--- src/rtl/sram_rd_stream.sv ---
// Read-address to read-data streamer for a 1-cycle-latency SRAM, with a
// 3-entry skid FIFO, credit-based a_ready, and a sticky frame-protocol checker.
module sram_rd_stream #(
  parameter int AW = 11,
  parameter int DW = 32
) (
  input  logic          clk,
  input  logic          rst_n,
  input  logic [AW-1:0] a_addr,
  input  logic          a_first,
  input  logic          a_last,
  input  logic          a_valid,
  output logic          a_ready,
  output logic          mem_cs,
  output logic [AW-1:0] mem_addr,
  input  logic [DW-1:0] mem_rdata,
  output logic [DW-1:0] d_data,
  output logic          d_first,
  output logic          d_last,
  output logic          d_valid,
  input  logic          d_ready,
  output logic          err,
  input  logic          err_clr,
  output logic [15:0]   frame_cnt
);

  localparam int DEPTH = 3;

  logic [1:0]    r_count;
  logic [1:0]    r_wr_ptr;
  logic [1:0]    r_rd_ptr;
  logic          r_inflight;
  logic          r_first_q;
  logic          r_last_q;
  logic          r_in_frame;
  logic          r_err;
  logic [15:0]   r_frame_cnt;

  logic [DW-1:0] r_buf_data  [DEPTH];
  logic          r_buf_first [DEPTH];
  logic          r_buf_last  [DEPTH];

  logic [2:0]    w_occupancy;
  logic          w_accept;
  logic          w_push;
  logic          w_pop;
  logic          w_proto_err;

  function automatic logic [1:0] next_ptr(input logic [1:0] p);
    return (p == 2'd2) ? 2'd0 : p + 2'd1;
  endfunction

  // Beats in the FIFO plus the one whose SRAM read is in flight: a credit
  // count built only from registers, so a_ready never depends on d_ready.
  assign w_occupancy = {1'b0, r_count} + {2'b00, r_inflight};
  assign a_ready     = rst_n & (w_occupancy < 3'd3);
  assign w_accept    = a_valid & a_ready;
  assign mem_cs      = w_accept;
  assign mem_addr    = a_addr;

  assign w_push      = r_inflight;
  assign d_valid     = (r_count != 2'd0);
  assign w_pop       = d_valid & d_ready;
  assign d_data      = r_buf_data[r_rd_ptr];
  assign d_first     = r_buf_first[r_rd_ptr];
  assign d_last      = r_buf_last[r_rd_ptr];

  assign w_proto_err = w_accept & (a_first ? r_in_frame : ~r_in_frame);
  assign err         = r_err;
  assign frame_cnt   = r_frame_cnt;

  // NOTE: state registers use non-blocking assignments so every flop samples
  // pre-edge values; blocking here would chain updates within one edge.
  always_ff @(posedge clk or negedge rst_n) begin
    if (!rst_n) begin
      r_inflight <= 1'b0;
      r_first_q  <= 1'b0;
      r_last_q   <= 1'b0;
    end else begin
      r_inflight <= w_accept;
      if (w_accept) begin
        r_first_q <= a_first;
        r_last_q  <= a_last;
      end
    end
  end

  always_ff @(posedge clk or negedge rst_n) begin
    if (!rst_n) begin
      r_count  <= 2'd0;
      r_wr_ptr <= 2'd0;
      r_rd_ptr <= 2'd0;
    end else begin
      if (w_push) r_wr_ptr <= next_ptr(r_wr_ptr);
      if (w_pop)  r_rd_ptr <= next_ptr(r_rd_ptr);
      case ({w_push, w_pop})
        2'b10:   r_count <= r_count + 2'd1;
        2'b01:   r_count <= r_count - 2'd1;
        default: r_count <= r_count;
      endcase
    end
  end

  // NOTE: the storage array is deliberately left out of reset; r_count gates
  // every read through d_valid, so stale contents are never observed.
  always_ff @(posedge clk) begin
    if (w_push) begin
      r_buf_data[r_wr_ptr]  <= mem_rdata;
      r_buf_first[r_wr_ptr] <= r_first_q;
      r_buf_last[r_wr_ptr]  <= r_last_q;
    end
  end

  // A new error wins over a simultaneous clear so no violation is lost.
  always_ff @(posedge clk or negedge rst_n) begin
    if (!rst_n) begin
      r_in_frame <= 1'b0;
      r_err      <= 1'b0;
    end else begin
      r_err <= w_proto_err | (r_err & ~err_clr);
      if (w_accept) begin
        if (a_last)       r_in_frame <= 1'b0;
        else if (a_first) r_in_frame <= 1'b1;
      end
    end
  end

  always_ff @(posedge clk or negedge rst_n) begin
    if (!rst_n) begin
      r_frame_cnt <= 16'd0;
    end else if (w_pop && d_last && (r_frame_cnt != 16'hFFFF)) begin
      r_frame_cnt <= r_frame_cnt + 16'd1;
    end
  end

endmodule
--- config.mk ---
export PLATFORM = sky130hd
export DESIGN_NAME = sram_rd_stream
export DESIGN_NICKNAME = d
export VERILOG_FILES = /design/src/rtl/sram_rd_stream.sv
export SDC_FILE = /design/constraint.sdc
export NUM_CORES = 1
export LEC_CHECK = 0
export BUFFER_PORTS_ARGS = -buffer_cell sky130_fd_sc_hd__buf_2
export CAP_MARGIN = 20
export CELL_PAD_IN_SITES_DETAIL_PLACEMENT = 1
export CELL_PAD_IN_SITES_GLOBAL_PLACEMENT = 2
export CORE_UTILIZATION = 40
export DETAILED_ROUTE_END_ITERATION = 8
export PLACE_DENSITY = 0.95
export SETUP_SLACK_MARGIN = 0.2
export SYNTH_ARGS = -nofsm -noshare
export SYNTH_HDL_FRONTEND = slang
export SYNTH_SLANG_ARGS = --single-unit
--- constraint.sdc ---
create_clock -name clk -period 9.17 [get_ports clk]
set_clock_uncertainty 0.15 [all_clocks]
set_input_delay 0.4585 -clock clk [delete_from_list [all_inputs] [get_ports clk]]
set_output_delay 0.4585 -clock clk [all_outputs]
set_load 0.01 [all_outputs]
# --- Yosys cells after proc, flatten, opt, wreduce, memory -nomap -nowiden ---
# Memory sizes are Yosys's and may differ from the RTL's.
# Index checks and enable logic that the tools add are counted.
totals:
  latchBits: 0
  in_bits: 50
  reg_bits: 27
  elab_cells: 46
  mem_bits_rw: 102
  memories: 3
  mem_bits_ro: 0
  output_inout_bits: 65
mem_list:
  columns: ["name", "depth", "word_bits", "rd", "rd_clocked_by_memory_dff", "wr", "line_no", "rtl"]
  rows:
  - ["r_buf_data", 3, 32, 1, 0, 1, "39", "logic [DW-1:0] r_buf_data [DEPTH];"]
  - ["r_buf_first", 3, 1, 1, 0, 1, "40", "logic r_buf_first [DEPTH];"]
  - ["r_buf_last", 3, 1, 1, 0, 1, "41", "logic r_buf_last [DEPTH];"]
op_classes:
  n_div: 0
  n_eq_ne: 5
  n_bitwise: 8
  reduce_logical: 6
  n_mul: 0
  magnitude_cmp: 1
  muxes: 8
  shifts: 0
  add_sub_neg: 6
op_table:
  columns: ["operator", "n"]
  rows:
  - ["$add 16x1->16 const B", 1]
  - ["$ne 16x16->1 const B", 1]
  - ["$add 2x1->2 const B", 3]
  - ["$eq 2x2->1 const B", 3]
  - ["$reduce_bool 2->1", 3]
  - ["$and 1x1->1", 5]
  - ["$mux 1", 5]
  - ["$mux 2", 2]
  - ["$pmux 2 s2", 1]
  - ["$add 2x1->3", 1]
  - ["$lt 3x2->1 const B", 1]
  - ["$eq 2x1->1 const B", 1]
  - ["$logic_and 1x1->1", 2]
  - ["$not 1->1", 2]
  - ["$reduce_and 2->1", 1]
  - ["$sub 2x1->2 const B", 1]
  - ["$or 1x1->1", 1]

# --- Logic depth before layout (Yosys ltp) ---
logic_depth:
  depth_word: 6
  ltp_mapped: 7
  depth_no_buf: 7

# --- Least setup slack after synthesis ---
# No wires, ideal clock.
synth_path:
  kind: "reg2reg"
  startpoint: "reg r_inflight"
  endpoint: "mem r_buf_data[1][0], enable pin"
  path_buffers: 0
  synth_period_minus_slack_ns: 3.648
  arrival_time_ns: 3.020
  slack_ns: 5.522
  path_stages_with_launch: 3
  t_required_ns: 8.543
  path_cell_list: "dfrtp_1 inv_1 nor3b_1"
synth_between:
  elab_chain_len: 2
synth_lines:
  columns: ["item", "line_no", "rtl"]
  rows:
  - ["start, declared", "32", "logic r_inflight;"]
  - ["start signal, assigned", "80", "r_inflight <= w_accept;"]
  - ["$mux 1", "107", "if (w_push) begin"]
  - ["$mux 1 (implied by the code)", "108", "r_buf_data[r_wr_ptr] <= mem_rdata;"]
  - ["end, declared", "39", null]
# Every way passes these cells.

# --- Worst setup path in the final report ---
layout_path:
  startpoint: "in rst_n"
  endpoint: "out mem_cs"
layout_between:
  elab_chain_len: 2
layout_lines:
  columns: ["item", "line_no", "rtl"]
  rows:
  - ["start, declared", "8", "input logic rst_n,"]
  - ["$and 1x1->1", "56", "assign a_ready = rst_n & (w_occupancy < 3'd3);"]
  - ["$and 1x1->1", "57", "assign w_accept = a_valid & a_ready;"]
  - ["end, declared", "14", "output logic mem_cs,"]
# Every way passes these cells.

==> flow_metrics.py <==
metrics = {
    "routing": {
        "drt.antenna.violating_nets": 0,
        "num_vias": 3130,
        "initialDrtViolationCount": 206,
        "drc": 0,
        "drt_wl_total_um": 11030,
        "vias_per_cell": 4.992,
        "drt_first_pass_iters": 4,
        "post_drt_wl_per_cell_um": 17.59,
    },
    "sta": {
        "final_max_slew_viol_count": 0,
        "fin_crit_ps": 3037,
        "tns_ps": 0,
        "period_share_pct": 33.12,
        "setup_viol": 0,
        "slew_headroom_pct": 25.79,
        "max_freq_ghz": 0.3292,
        "timing.final.hold_violations": 0,
        "rsz0062_at_grt": "false",
        "tightest_slew_ps": 1113,
    },
    "clock_network": {
        "cts_resized": 0,
        "clkTransAtPathRegs_ps": 50,
        "clock-sinks": 129,
        "htreeDepth": 4,
        "insertion_delay_ps": 410,
        "cts_tree": "yes",
        "clk_path_buf_depth": 2,
        "numCtsBuffers": 17,
        "cts_root_buf": "clkbuf_16",
    },
    "grt": {
        "grt_pass1_wl_um": 16860,
        "grt_pass1_vias": 3214,
        "track_usage_pct": 17.24,
        "grt-ovfl-total": 0,
        "met1_usage_pct": 20.86,
        "antenna_found_initial": 1,
        "grt-busiest-layer": "met2",
        "use_met3_pct": 5.716,
        "use_met2_pct": 28.88,
        "grt_max_degree": 73,
    },
    "yosys": {
        "yosysTopAreaCell": "edfxtp_1",
        "ys_ff_latch": 129,
        "synth_cell_type_count": 40,
        "synth_top_area_share_pct": 58.13,
        "synth.area.top_cells": "edfxtp_1, dfrtp_1, mux2i_1, o21ai_0, nand2_1",
        "yosysSeqAreaShare_pct": 70.96,
        "ys_warn_count": 0,
        "netlist_instances": 349,
        "syn_area_um2": 5269,
        "syn-num-nets": 403,
        "syn_area_per_cell_um2": 15.10,
    },
    "setup_path": {
        "startpoint_type": "input pin",
        "crit_fanout": 28,
        "endpoint_kind": "output port",
        "critPathRequiredTime_ps": 8560,
        "cp.arrival_ps": 2430,
        "path_class": "in -> out",
    },
    "placement": {
        "hpwlAfterDp_um": 6958,
        "io_buffers": 92,
        "gp_congestion": 0.7512,
    },
    "floorplan": {
        "floorplan.initialDensity_pct": 41.41,
        "num_rows": 41,
        "dieArea_um2": 13640,
        "die_w_um": 116.8,
        "die_height_um": 116.8,
        "ios": 115,
        "design.core.area_um2": 12720,
    },
    "layout": {
        "insertedDiodeCount": 0,
        "syn_to_final_growth_pct": 22.92,
        "drive_gt1_share_pct": 32.53,
        "nets": 496,
    },
    "power": {
        "powerDensity_nw_per_um2": 305.9,
        "peakVddDrop_uv": 153.2,
        "p_total_mw": 1.981,
        "p_leak_nw": 2.551,
    },
    "min_path": {
        "hp-class": "in -> reg",
    },
    "flow_run": {
        "drv_cap": 0,
    },
    "status": {
        "run_status": "completed",
    },
}
-- per-stage QoR --
| stage | std cells | setup WS (ps) | instance area [µm²] | utilization [%] | hold slack, ps |
|---|---|---|---|---|---|
| 3_3_place_gp | 590 | 6230 | 5828 | 45.81 | 331.9 |
| 4_1_cts | 625 | 6069 | 6429 | 50.53 | 63.56 |
| 3_5_place_dp | 592 | 6118 | 5851 | 45.99 | 348.2 |
| 2_1_floorplan | 349 | 5522 | 5269 | - | 12.91 |
| 6_report | 627 | 6133 | 6476 | 50.90 | 81.74 |
| 5_1_grt | 627 | 5947 | 6476 | 50.90 | 75.02 |
-- report_power, final --
part / internal (mW) / leakage [nW] / switching [mW] / total (mW)
Sequential: 0.730 / 1.27 / 0.0929 / 0.822
Combinational: 0.223 / 1.01 / 0.290 / 0.513
Clock: 0.397 / 0.276 / 0.248 / 0.646
Total: 1.35 / 2.55 / 0.632 / 1.98
-- worst max-delay path: stages --
cell and delay, ps:
dlygate4sd3_1 520, buf_2 520, inv_1 180, a2111oi_4 510, buf_2 220
-- final timing paths --
| kind | start | slack (ps) | to | cells after the start |
|---|---|---|---|---|
| setup / recovery | rst_n | 6130 | mem_cs | 5 |
| hold / removal | err_clr | 80 | err | 2 |
| setup reg to reg | r_rd_ptr[0] | 6180 | frame_cnt[1] | 4 |
| hold reg to reg | frame_cnt[4] | 360 | frame_cnt[4] | 1 |
| max in group asynchronous | rst_n | 7950 | r_rd_ptr[0] | 2 |
| min in group asynchronous | rst_n | 460 | frame_cnt[5] | 2 |
-- synthesized netlist by cell type, drive strengths merged --
| cell | number |
|---|---|
| xor2 | 14 |
| ha | 4 |
| edfxtp | 102 |
| and4 | 2 |
| nor2 | 4 |
| o31a | 1 |
| dfrtp | 27 |
| nand3 | 5 |
| o311ai | 1 |
| clkinv | 1 |
| and3 | 3 |
| mux2i | 33 |
| nor3b | 3 |
| nand4 | 4 |
| a2111oi | 1 |
| clkbuf | 8 |
| nand2 | 44 |
| a211oi | 1 |
| and4bb | 1 |
| nor3 | 8 |
| and2 | 3 |
| a21oi | 2 |
| nor4b | 1 |
| mux2 | 4 |
| or2 | 1 |
| a21o | 3 |
| xnor2 | 4 |
| nor4 | 5 |
| buf | 17 |
| o21ai | 35 |
| nand2b | 1 |
| inv | 5 |
| nor2b | 1 |
-- layer usage --
layer | vias to the layer above | wire, µm | part of all wire, %
met5 | - | 8 | 0.073
met4 | 2 | 104 | 0.94
met3 | 16 | 673 | 6.1
met2 | 90 | 5389 | 49
met1 | 1553 | 4856 | 44
li1 | 1469 | - | -
-- cell families (layout without fill, tap and decap cells) --
kind of cell	Yosys count	in the layout	synth area share, %
flops	129	129	70.96
simple gates	86	86	9.380
compound gates	44	44	5.272
mux	37	37	7.124
buf+inv	31	137	3.325
xor+xnor	18	18	2.992
fa+ha+maj	4	4	0.9499
-- timing repair --
action	CTS	global route
setup buffers	0	0
hold buffers	1	0
endpoints found under the hold margin	27	0
-- state kept, by name, indices dropped and copies added, names as in the netlist --
register / count
r_buf_first: 3
frame_cnt: 16
r_in_frame: 1
r_inflight: 1
r_wr_ptr: 2
r_buf_data: 96
r_rd_ptr: 2
r_first_q: 1
r_last_q: 1
r_count: 2
err: 1
r_buf_last: 3
-- placed cells by master (no fill, tap or decap), drive strengths merged, types with 2 or more instances in the layout --
cell	count
edfxtp	102
buf	98
nand2	44
o21ai	35
mux2i	33
dfrtp	27
clkbuf	17
xor2	14
clkinv	9
nor3	8
inv	7
nand3	5
nor4	5
xnor2	4
nand4	4
mux2	4
ha	4
nor2	4
nor3b	3
a21o	3
and3	3
clkinvlp	3
and2	3
and4	2
a21oi	2
bufinv	2
-- cell type report --
| type | instances | area [µm²] |
|---|---|---|
| fillers | 1308 | 6246 |
| flip-flops and latches | 129 | 3741 |
| multi-input cells | 189 | 1373 |
| repair buffers | 99 | 555.5 |
| clock buffers | 17 | 425.4 |
| well taps | 172 | 215.2 |
| clock inverters | 15 | 142.6 |
| inverters | 6 | 23.77 |
Note: power is estimated with default switching activity, not from simulation.
